===== src/rtl/decoy_gen_ml_if.sv =====
// Symbol-in / decoy-out bundle of the multi-level decoy-state generator.
// The master drives RNG symbols and observes the emitted decoy stream.
interface decoy_gen_ml_if #(
   parameter int RNG_W   = 4,
   parameter int LEVEL_W = 3
) ();
   logic [RNG_W-1:0]   rng_value;
   logic               rd_en;
   logic               decoy_signal;
   logic [LEVEL_W-1:0] decoy_level;
   logic               decoy_valid;

   modport master (
      output rng_value, rd_en,
      input  decoy_signal, decoy_level, decoy_valid
   );

   modport slave (
      input  rng_value, rd_en,
      output decoy_signal, decoy_level, decoy_valid
   );
endinterface


===== src/rtl/decoy_gen_ml.sv =====
// Multi-level decoy-state generator: threshold level map, programmable delay line,
// decoy pulse stretcher, PPS-aligned arm/run control.
module decoy_gen_ml #(
   parameter int RNG_W    = 4,
   parameter int N_LEVELS = 3,
   parameter int LEVEL_W  = 3,
   parameter int DELAY_W  = 4,
   parameter int WIDTH_W  = 4,
   parameter int CNT_W    = 32
) (
   input  logic                            clk240,
   input  logic                            rst_240_n,
   input  logic                            pps_i,
   input  logic                            pps_trigger,
   input  logic                            enable,
   input  logic [(N_LEVELS-1)*RNG_W-1:0]   cfg_thr,
   input  logic [DELAY_W-1:0]              cfg_delay,
   input  logic [WIDTH_W-1:0]              cfg_width,
   decoy_gen_ml_if.slave                   sym,
   output logic                            running,
   output logic [CNT_W-1:0]                sym_count,
   output logic                            overrun
);
   localparam int DEPTH = 2**DELAY_W;

   typedef enum logic [1:0] {IDLE, ARMED, RUN} state_t;
   state_t state;

   logic pps_meta, pps_sync, pps_prev, pps_rise;
   logic go, accept, flush, emit, fire;
   logic [LEVEL_W-1:0] level_map, tap_level, level_hold;
   logic [DEPTH-1:0]              dl_valid;
   logic [DEPTH-1:0][LEVEL_W-1:0] dl_level;
   logic [WIDTH_W-1:0] pulse_cnt;

   assign go     = enable & pps_trigger;
   assign accept = sym.rd_en & running;
   assign flush  = (state == RUN) & ~go;

   always_ff @(posedge clk240 or negedge rst_240_n) begin
      if (!rst_240_n) begin
         pps_meta <= 1'b0;
         pps_sync <= 1'b0;
         pps_prev <= 1'b0;
         pps_rise <= 1'b0;
      end else begin
         pps_meta <= pps_i;
         pps_sync <= pps_meta;
         pps_prev <= pps_sync;
         pps_rise <= pps_sync & ~pps_prev;
      end
   end

   // Count and overrun updates precede the case so the arm-time clear wins.
   always_ff @(posedge clk240 or negedge rst_240_n) begin
      if (!rst_240_n) begin
         state     <= IDLE;
         running   <= 1'b0;
         sym_count <= '0;
         overrun   <= 1'b0;
      end else begin
         if (accept && sym_count != '1)
            sym_count <= sym_count + CNT_W'(1);
         if (fire && pulse_cnt != '0)
            overrun <= 1'b1;
         case (state)
            IDLE: if (go) begin
               state     <= ARMED;
               sym_count <= '0;
               overrun   <= 1'b0;
            end
            ARMED: begin
               if (!go) begin
                  state <= IDLE;
               end else if (pps_rise) begin
                  state   <= RUN;
                  running <= 1'b1;
               end
            end
            RUN: if (!go) begin
               state   <= IDLE;
               running <= 1'b0;
            end
            default: begin
               state   <= IDLE;
               running <= 1'b0;
            end
         endcase
      end
   end

   always_comb begin
      level_map = '0;
      for (int unsigned k = 0; k < N_LEVELS-1; k++)
         if (sym.rng_value >= cfg_thr[k*RNG_W +: RNG_W])
            level_map = level_map + LEVEL_W'(1);
   end

   assign emit      = dl_valid[cfg_delay];
   assign tap_level = dl_level[cfg_delay];
   assign fire      = emit && (tap_level != '0) && (cfg_width != '0);

   // pulse_cnt holds the remaining cycles after the emission cycle, so a
   // fire cycle itself is high combinationally and the load is width-1.
   always_ff @(posedge clk240 or negedge rst_240_n) begin
      if (!rst_240_n) begin
         dl_valid   <= '0;
         dl_level   <= '0;
         level_hold <= '0;
         pulse_cnt  <= '0;
      end else begin
         dl_valid <= flush ? '0 : {dl_valid[DEPTH-2:0], accept};
         dl_level <= {dl_level[DEPTH-2:0], level_map};
         if (emit)
            level_hold <= tap_level;
         if (flush)
            pulse_cnt <= '0;
         else if (fire)
            pulse_cnt <= cfg_width - WIDTH_W'(1);
         else if (pulse_cnt != '0)
            pulse_cnt <= pulse_cnt - WIDTH_W'(1);
      end
   end

   assign sym.decoy_valid  = emit;
   assign sym.decoy_level  = emit ? tap_level : level_hold;
   assign sym.decoy_signal = fire | (pulse_cnt != '0);
endmodule


===== src/flat_wrapper.sv =====
// flat-port wrapper written by rule: the top's interface ports become plain ports
module decoy_gen_ml_flat 
#(
   parameter int RNG_W    = 4,
   parameter int N_LEVELS = 3,
   parameter int LEVEL_W  = 3,
   parameter int DELAY_W  = 4,
   parameter int WIDTH_W  = 4,
   parameter int CNT_W    = 32
)
  (clk240, rst_240_n, pps_i, pps_trigger, enable, cfg_thr, cfg_delay, cfg_width, running, sym_count, overrun, sym_rng_value, sym_rd_en, sym_decoy_signal, sym_decoy_level, sym_decoy_valid);
  decoy_gen_ml_if #(.RNG_W(RNG_W), .LEVEL_W(LEVEL_W)) sym_i ();
  input  logic clk240;
  input  logic rst_240_n;
  input  logic pps_i;
  input  logic pps_trigger;
  input  logic enable;
  input  logic [(N_LEVELS-1)*RNG_W-1:0] cfg_thr;
  input  logic [DELAY_W-1:0] cfg_delay;
  input  logic [WIDTH_W-1:0] cfg_width;
  output logic running;
  output logic [CNT_W-1:0] sym_count;
  output logic overrun;
  input wire logic [$bits(sym_i.rng_value)-1:0] sym_rng_value;
  input wire logic [$bits(sym_i.rd_en)-1:0] sym_rd_en;
  output wire logic [$bits(sym_i.decoy_signal)-1:0] sym_decoy_signal;
  output wire logic [$bits(sym_i.decoy_level)-1:0] sym_decoy_level;
  output wire logic [$bits(sym_i.decoy_valid)-1:0] sym_decoy_valid;
  assign sym_i.rng_value = sym_rng_value;
  assign sym_i.rd_en = sym_rd_en;
  assign sym_decoy_signal = sym_i.decoy_signal;
  assign sym_decoy_level = sym_i.decoy_level;
  assign sym_decoy_valid = sym_i.decoy_valid;
  decoy_gen_ml #(.RNG_W(RNG_W), .N_LEVELS(N_LEVELS), .LEVEL_W(LEVEL_W), .DELAY_W(DELAY_W), .WIDTH_W(WIDTH_W), .CNT_W(CNT_W)) u_core (.clk240(clk240), .rst_240_n(rst_240_n), .pps_i(pps_i), .pps_trigger(pps_trigger), .enable(enable), .cfg_thr(cfg_thr), .cfg_delay(cfg_delay), .cfg_width(cfg_width), .sym(sym_i), .running(running), .sym_count(sym_count), .overrun(overrun));
endmodule

===== config.mk =====
export PLATFORM = sky130hd
export DESIGN_NAME = decoy_gen_ml_flat
export DESIGN_NICKNAME = d
export VERILOG_FILES = /design/src/rtl/decoy_gen_ml_if.sv /design/src/rtl/decoy_gen_ml.sv /design/src/flat_wrapper.sv
export SDC_FILE = /design/constraint.sdc
export NUM_CORES = 1
export LEC_CHECK = 0
export ABC_AREA = 1
export CORE_MARGIN = 4
export CORE_UTILIZATION = 59
export CTS_CLUSTER_SIZE = 12
export DETAILED_ROUTE_END_ITERATION = 12
export PLACE_DENSITY = 0.87
export SYNTH_ARGS = -nofsm -noshare
export SYNTH_HDL_FRONTEND = slang
export SYNTH_SLANG_ARGS = --single-unit

===== constraint.sdc =====
create_clock -name clk240 -period 3.4 [get_ports clk240]
set_input_delay 0.68 -clock clk240 [delete_from_list [all_inputs] [get_ports clk240]]
set_output_delay 0.68 -clock clk240 [all_outputs]
set_load 0.05 [all_outputs]

# == Yosys cells after proc, flatten, opt, wreduce, memory -nomap -nowiden ==
# Cells that the tools add are included.
# W data, S select, Z words.
# totals
reg_bits,111
input_bits,26
word_cells,87
# op_classes
add_sub_neg,4
order_cmp,3
n_eq_ne,8
muxes,26
bitwise_logic,8
n_reduce_logical,11
# op_table
op,n
$mux W32,3
$add A32 B1 Y32 const B,1
$ne A32 B32 Y1 const B,1
$mux W16,1
$bmux W3 S4,1
$mux W4,3
$mux W3,3
$ge A4 B4 Y1,2
$mux W1,8
$mux W2,4
$reduce_bool A4 Y1,2
$sub A4 B1 Y4 const B,2
$ne A2 B1 Y1 const B,3
$pmux W2 S3,1
$reduce_bool A3 Y1,2
$lt A4 B5 Y1 const B,1
$and A1 B1 Y1,4
$bmux W1 S4,1
$logic_and A1 B1 Y1,4
$reduce_and A4 Y1,1
$ne A3 B2 Y1 const B,1
$not A1 Y1,3
$pmux W1 S3,1
$reduce_and A3 Y1,1
6 further kinds,6

# == Longest topological paths before layout ==
# depth
depth_word,9
mapped_depth,17
ltp_nobuf,16

# == Worst setup path before layout ==
# No wires, ideal clock.
# synth_timing
path_type,input port to output port
start,input cfg_delay[0]
end,output sym_decoy_level[2]
arrival_ns,2.180
required_ns,2.720
path_slack_ns,0.540
path_stages,7
path_buffers,2
cell_sequence,buf_6 -> buf_6 -> o211ai_1 -> nand3_1 -> nand3_2 -> nand2_4 -> nor2_1
# synth_via
elab_chain_len,3
# synth_lines
element,line,text
"start, declared",flat_wrapper.sv:19,input logic [DELAY_W-1:0] cfg_delay;
$bmux W1 S4,decoy_gen_ml.sv:99,assign emit = dl_valid[cfg_delay];
$mux W1 (not written as such),decoy_gen_ml.sv:99,
via sym_decoy_valid,flat_wrapper.sv:28,output wire logic [$bits(sym_i.decoy_valid)-1:0] sym_decoy_valid;
$mux W3,decoy_gen_ml.sv:126,assign sym.decoy_level = emit ? tap_level : level_hold;
"end, declared",flat_wrapper.sv:27,output wire logic [$bits(sym_i.decoy_level)-1:0] sym_decoy_level;
# The timed path passes the listed nets, and every way through them passes these cells. The select of a mux whose other input is x is not followed.

# == Worst setup path after layout ==
# layout_timing
start,input cfg_delay[0]
end,output sym_decoy_level[0]
# layout_via
elab_chain_len,3
# layout_lines
element,line
$bmux W3 S4 / $bmux W1 S4 (equally long branches),"decoy_gen_ml.sv:100, decoy_gen_ml.sv:99"
$mux W3 (not written as such) / $mux W1 (equally long branches),"decoy_gen_ml.sv:100, decoy_gen_ml.sv:99"
$mux W3 *,decoy_gen_ml.sv:126
# Mark *: on every way between the ends. The rest lies on a longest branch, timed or not. The select of a mux whose other input is x is not followed.

==> summary.txt <==
Layout
  – Layout cell share with drive strength beyond 1: a little over a tenth
  – FILL cells: roughly 570
  – Most frequent cells in the layout: 108 x nand2_1, 95 x dfrtp_1, 84 x inv_1
  – Final #Nets: 671
  – Final Cell Area: 5850 sq um
  – Antenna diode count: 0
  – Commonest non-fill, non-tap cell in the layout: nand2_1
  – Area grow syn2layout: 21.3%

Timing
  – Clock period minus worst slack: 3120 ps
  – Final period utilization: 91.7%
  – Measured slew at the worst slew-check pin: 793 ps
  – Max transition margin: 47.1%
  – Hold violation total from the final report: 0
  – Clk_skew: roughly 15 ps
  – Max-slew violations: 0
  – Fmax: 0.321 GHz
  – Setup TNS: 0 ps
  – Setup-failing EPs final: 0
  – RSZ-0062 raised after global routing: false

CTS
  – Clock buffer depth: 2
  – Root buf cell: clkbuf_8
  – TritonCTS Sinks: 95
  – Clk_lat worst skew: 360 ps
  – TritonCTS clock tree: yes
  – CTS Buf Count: 9
  – Clk slew on worst S/H paths: approximately 100 ps
  – Hold_buf cts: 0
  – H-tree depth: 3

Critical path
  – Crit-path slowest cell: dlymetal6s2s_1
  – CP peak stage delay: 380 ps
  – CP Max Fanout: 8
  – CP dominant cell by count: nand3_1
  – CP cell instances: dlymetal6s2s_1, clkinvlp_4, a21oi_1, o21ai_0, nand3_1, nand3_2, nand2_4, nand3_1, nand2_1, buf_12
  – Data required time of the worst path: 2720 ps
  – R2R depth: 12
  – Critical Path Start Type: primary input
  – Endpoint class of the critical path: output port
  – Critical R2R Capture: u_core.sym_count[15]$_DFF_PN0_
  – Bufs and invs on worst path: 3
  – Top Family by Delay on Critical Path: buffers and inverters
  – Reg2reg start: u_core.sym_count[0]$_DFF_PN0_
  – Setup slack, reg-to-reg: about 1400 ps
  – Critical Path AT: approximately 2400 ps
  – Critical setup path kind: in2out

Synth
  – Mapped Avg Cell Area: 8.56 sq um
  – Top_reg_cell synth: dfrtp_1
  – Number of synthesis warnings: 0
  – Asr flop ratio synth: 100%
  – Post-synth EDFFs: 0
  – Library cells used by synthesis: 38
  – Mapped Area: around 4800 sq um
  – Net Count, Synth: 600
  – Seq cells post-synth: 95
  – Synth Instances: 563
  – Register area share after synthesis: 49.3%

Floorplan
  – Row Count: 32
  – I/O pins: 65
  – Die ar.: slightly below 10000 sq um
  – Die H: between 90 and 100 um
  – CORE AREA: ~7800 sq um
  – Initial Utilization: between 60% and 70%
  – Die W: a little under 100 um

Run status
  – Status: complete, no violations

Min path
  – Worst Hold Depth: 0
  – Min-delay src: u_core.pps_meta$_DFF_PN0_
  – Worst Hold Class: reg2reg
  – Hold Path Sink: u_core.pps_sync$_DFF_PN0_

Global routing
  – Vias in the first global route: between 4k and 5k
  – Initial antenna violation count: 0
  – First-pass GRT wire length: 19300 um
  – All-Layer GR Usage: 24.4%
  – Largest net degree at the start of global routing: 64
  – GR Overflow Total: 0

Drt
  – DR pass1 iterations: 5
  – DR vias/cell: around 5.5
  – DRC viols: 0
  – Routed length per instance: 15.5 um
  – Routed vias: 4051
  – Drt initial violations: 220
  – DRT antenna net count: 0
  – Final WL: approximately 11000 um

Placed design
  – Placed instance area: about 5600 sq um
  – RD Place Congestion: 0.919
  – Port buffer count: 64
  – Post-DP HPWL: around 8100 um

Job
  – Max Cap Violations: 0

Power
  – Total power per unit cell area: between 500 and 600 nW/um^2
  – Peak supply drop: 0.222 mV
  – Leakage: 2.66 nW
[registers in the layout (all words and copies together) (netlist names)]
signal,cells
u_core.dl_level,32
u_core.sym_count,32
u_core.dl_valid,16
u_core.pulse_cnt,4
u_core.level_hold,3
u_core.state,2
u_core.overrun,1
u_core.pps_meta,1
u_core.pps_prev,1
u_core.pps_rise,1
u_core.pps_sync,1
u_core.running,1
[cell usage after synthesis, types with 2 or more instances]
| library cell | instances | share of area, % |
|---|---|---|
| inv_1 | 85 | 6.6 |
| o211ai_1 | 7 | 1.1 |
| a211oi_1 | 4 | 0.62 |
| nor3_1 | 12 | 1.2 |
| a21oi_1 | 18 | 1.9 |
| nand3_2 | 7 | 1.5 |
| buf_8 | 2 | 0.62 |
| nor2_1 | 72 | 5.6 |
| nand2_4 | 2 | 0.47 |
| o21ai_1 | 3 | 0.31 |
| nand4_1 | 14 | 1.8 |
| buf_6 | 3 | 0.70 |
| xor2_1 | 12 | 2.2 |
| nand2_2 | 9 | 1.2 |
| buf_2 | 4 | 0.42 |
| nand3_4 | 2 | 0.73 |
| o21a_1 | 3 | 0.47 |
| o21ai_0 | 12 | 1.2 |
| dfrtp_1 | 95 | 49 |
| nor2_4 | 2 | 0.47 |
| xnor2_1 | 8 | 1.5 |
| inv_2 | 2 | 0.16 |
| a221oi_1 | 3 | 0.55 |
| nor3_2 | 6 | 1.2 |
| nand2_1 | 108 | 8.4 |
| nor4_1 | 3 | 0.39 |
| clkbuf_1 | 2 | 0.16 |
| nor2_2 | 4 | 0.52 |
| ha_1 | 11 | 2.9 |
| nand3_1 | 40 | 4.2 |
[repair_timing]
| action | CTS | global route |
|---|---|---|
| setup buffers | 0 | 0 |
| gates resized for setup | 0 | 6 |
| endpoints found under the setup margin | 0 | 3 |
[how the worst max path moves through the flow]
| stage | startpoint | endpoint | slack (ps) | cells past startpoint |
|---|---|---|---|---|
| 2_1_floorplan | cfg_delay[0] | sym_decoy_level[2] | 540 | 7 |
| 3_3_place_gp | cfg_delay[0] | sym_decoy_signal | 290 | 13 |
| 3_5_place_dp | cfg_delay[0] | sym_decoy_level[2] | 180 | 9 |
| 4_1_cts | cfg_delay[0] | sym_decoy_signal | 150 | 13 |
| 5_1_grt | cfg_delay[0] | sym_decoy_signal | 160 | 10 |
| 6_report | cfg_delay[0] | sym_decoy_level[0] | 280 | 10 |
[cells by family (layout without fill, tap and decap cells)]
family                     Yosys count  in the layout  share of synthesized area [%]
AOI/OAI and AO/OA                   52             52                           6.59
xor gates and xnor gates            20             20                           3.63
adders and majority gates           11             11                           2.86
buffers and inverters              100            176                           9.01
DFF                                 95             95                           49.3
and+or+nand+nor                    285            285                           28.6
[power by group]
| group | internal, mW | total [mW] | switching (mW) |
|---|---|---|---|
| Sequential | 1.31 | 1.47 | 0.154 |
| Clock | 0.443 | 0.849 | 0.406 |
| Combinational | 0.326 | 0.889 | 0.563 |
| Total | 2.08 | 3.21 | 1.12 |
[final cells by class]
| cell class | instances | area (sq um) | area share (%) |
|---|---|---|---|
| Clock inverter | 5 | 87.6 | 1.50 |
| Clock buffer | 11 | 141 | 2.42 |
| Sequential cell | 95 | 2380 | 40.7 |
| Tap cell | 102 | 128 | 2.18 |
| Timing Repair inverter | 3 | 22.5 | 0.385 |
| Inverter | 88 | 339 | 5.80 |
| Multi-Input combinational cell | 368 | 2010 | 34.3 |
| Timing Repair Buffer | 69 | 744 | 12.7 |
[metal layers]
layer | track usage (%) | routed length (um) | share of wire, %
met4 | 7.46 | 169 | 1.5
met3 | 5.64 | 571 | 5.0
met5 | 0 | 0 | 0
met2 | 42.0 | 6040 | 53
met1 | 30.5 | 4680 | 41
[through the flow]
step	setup WS (ps)	hold slack (ps)	instances	power, mW	utilization [%]
global route	160	364	741	3.37	74.5
finish	283	349	741	3.21	74.5
CTS	149	350	738	3.22	74.1
floorplan	540	331	563	2.03	-
detailed placement	182	337	722	2.37	71.2
global placement	290	338	722	2.32	71.2
Power figures use the tool's default switching activity.
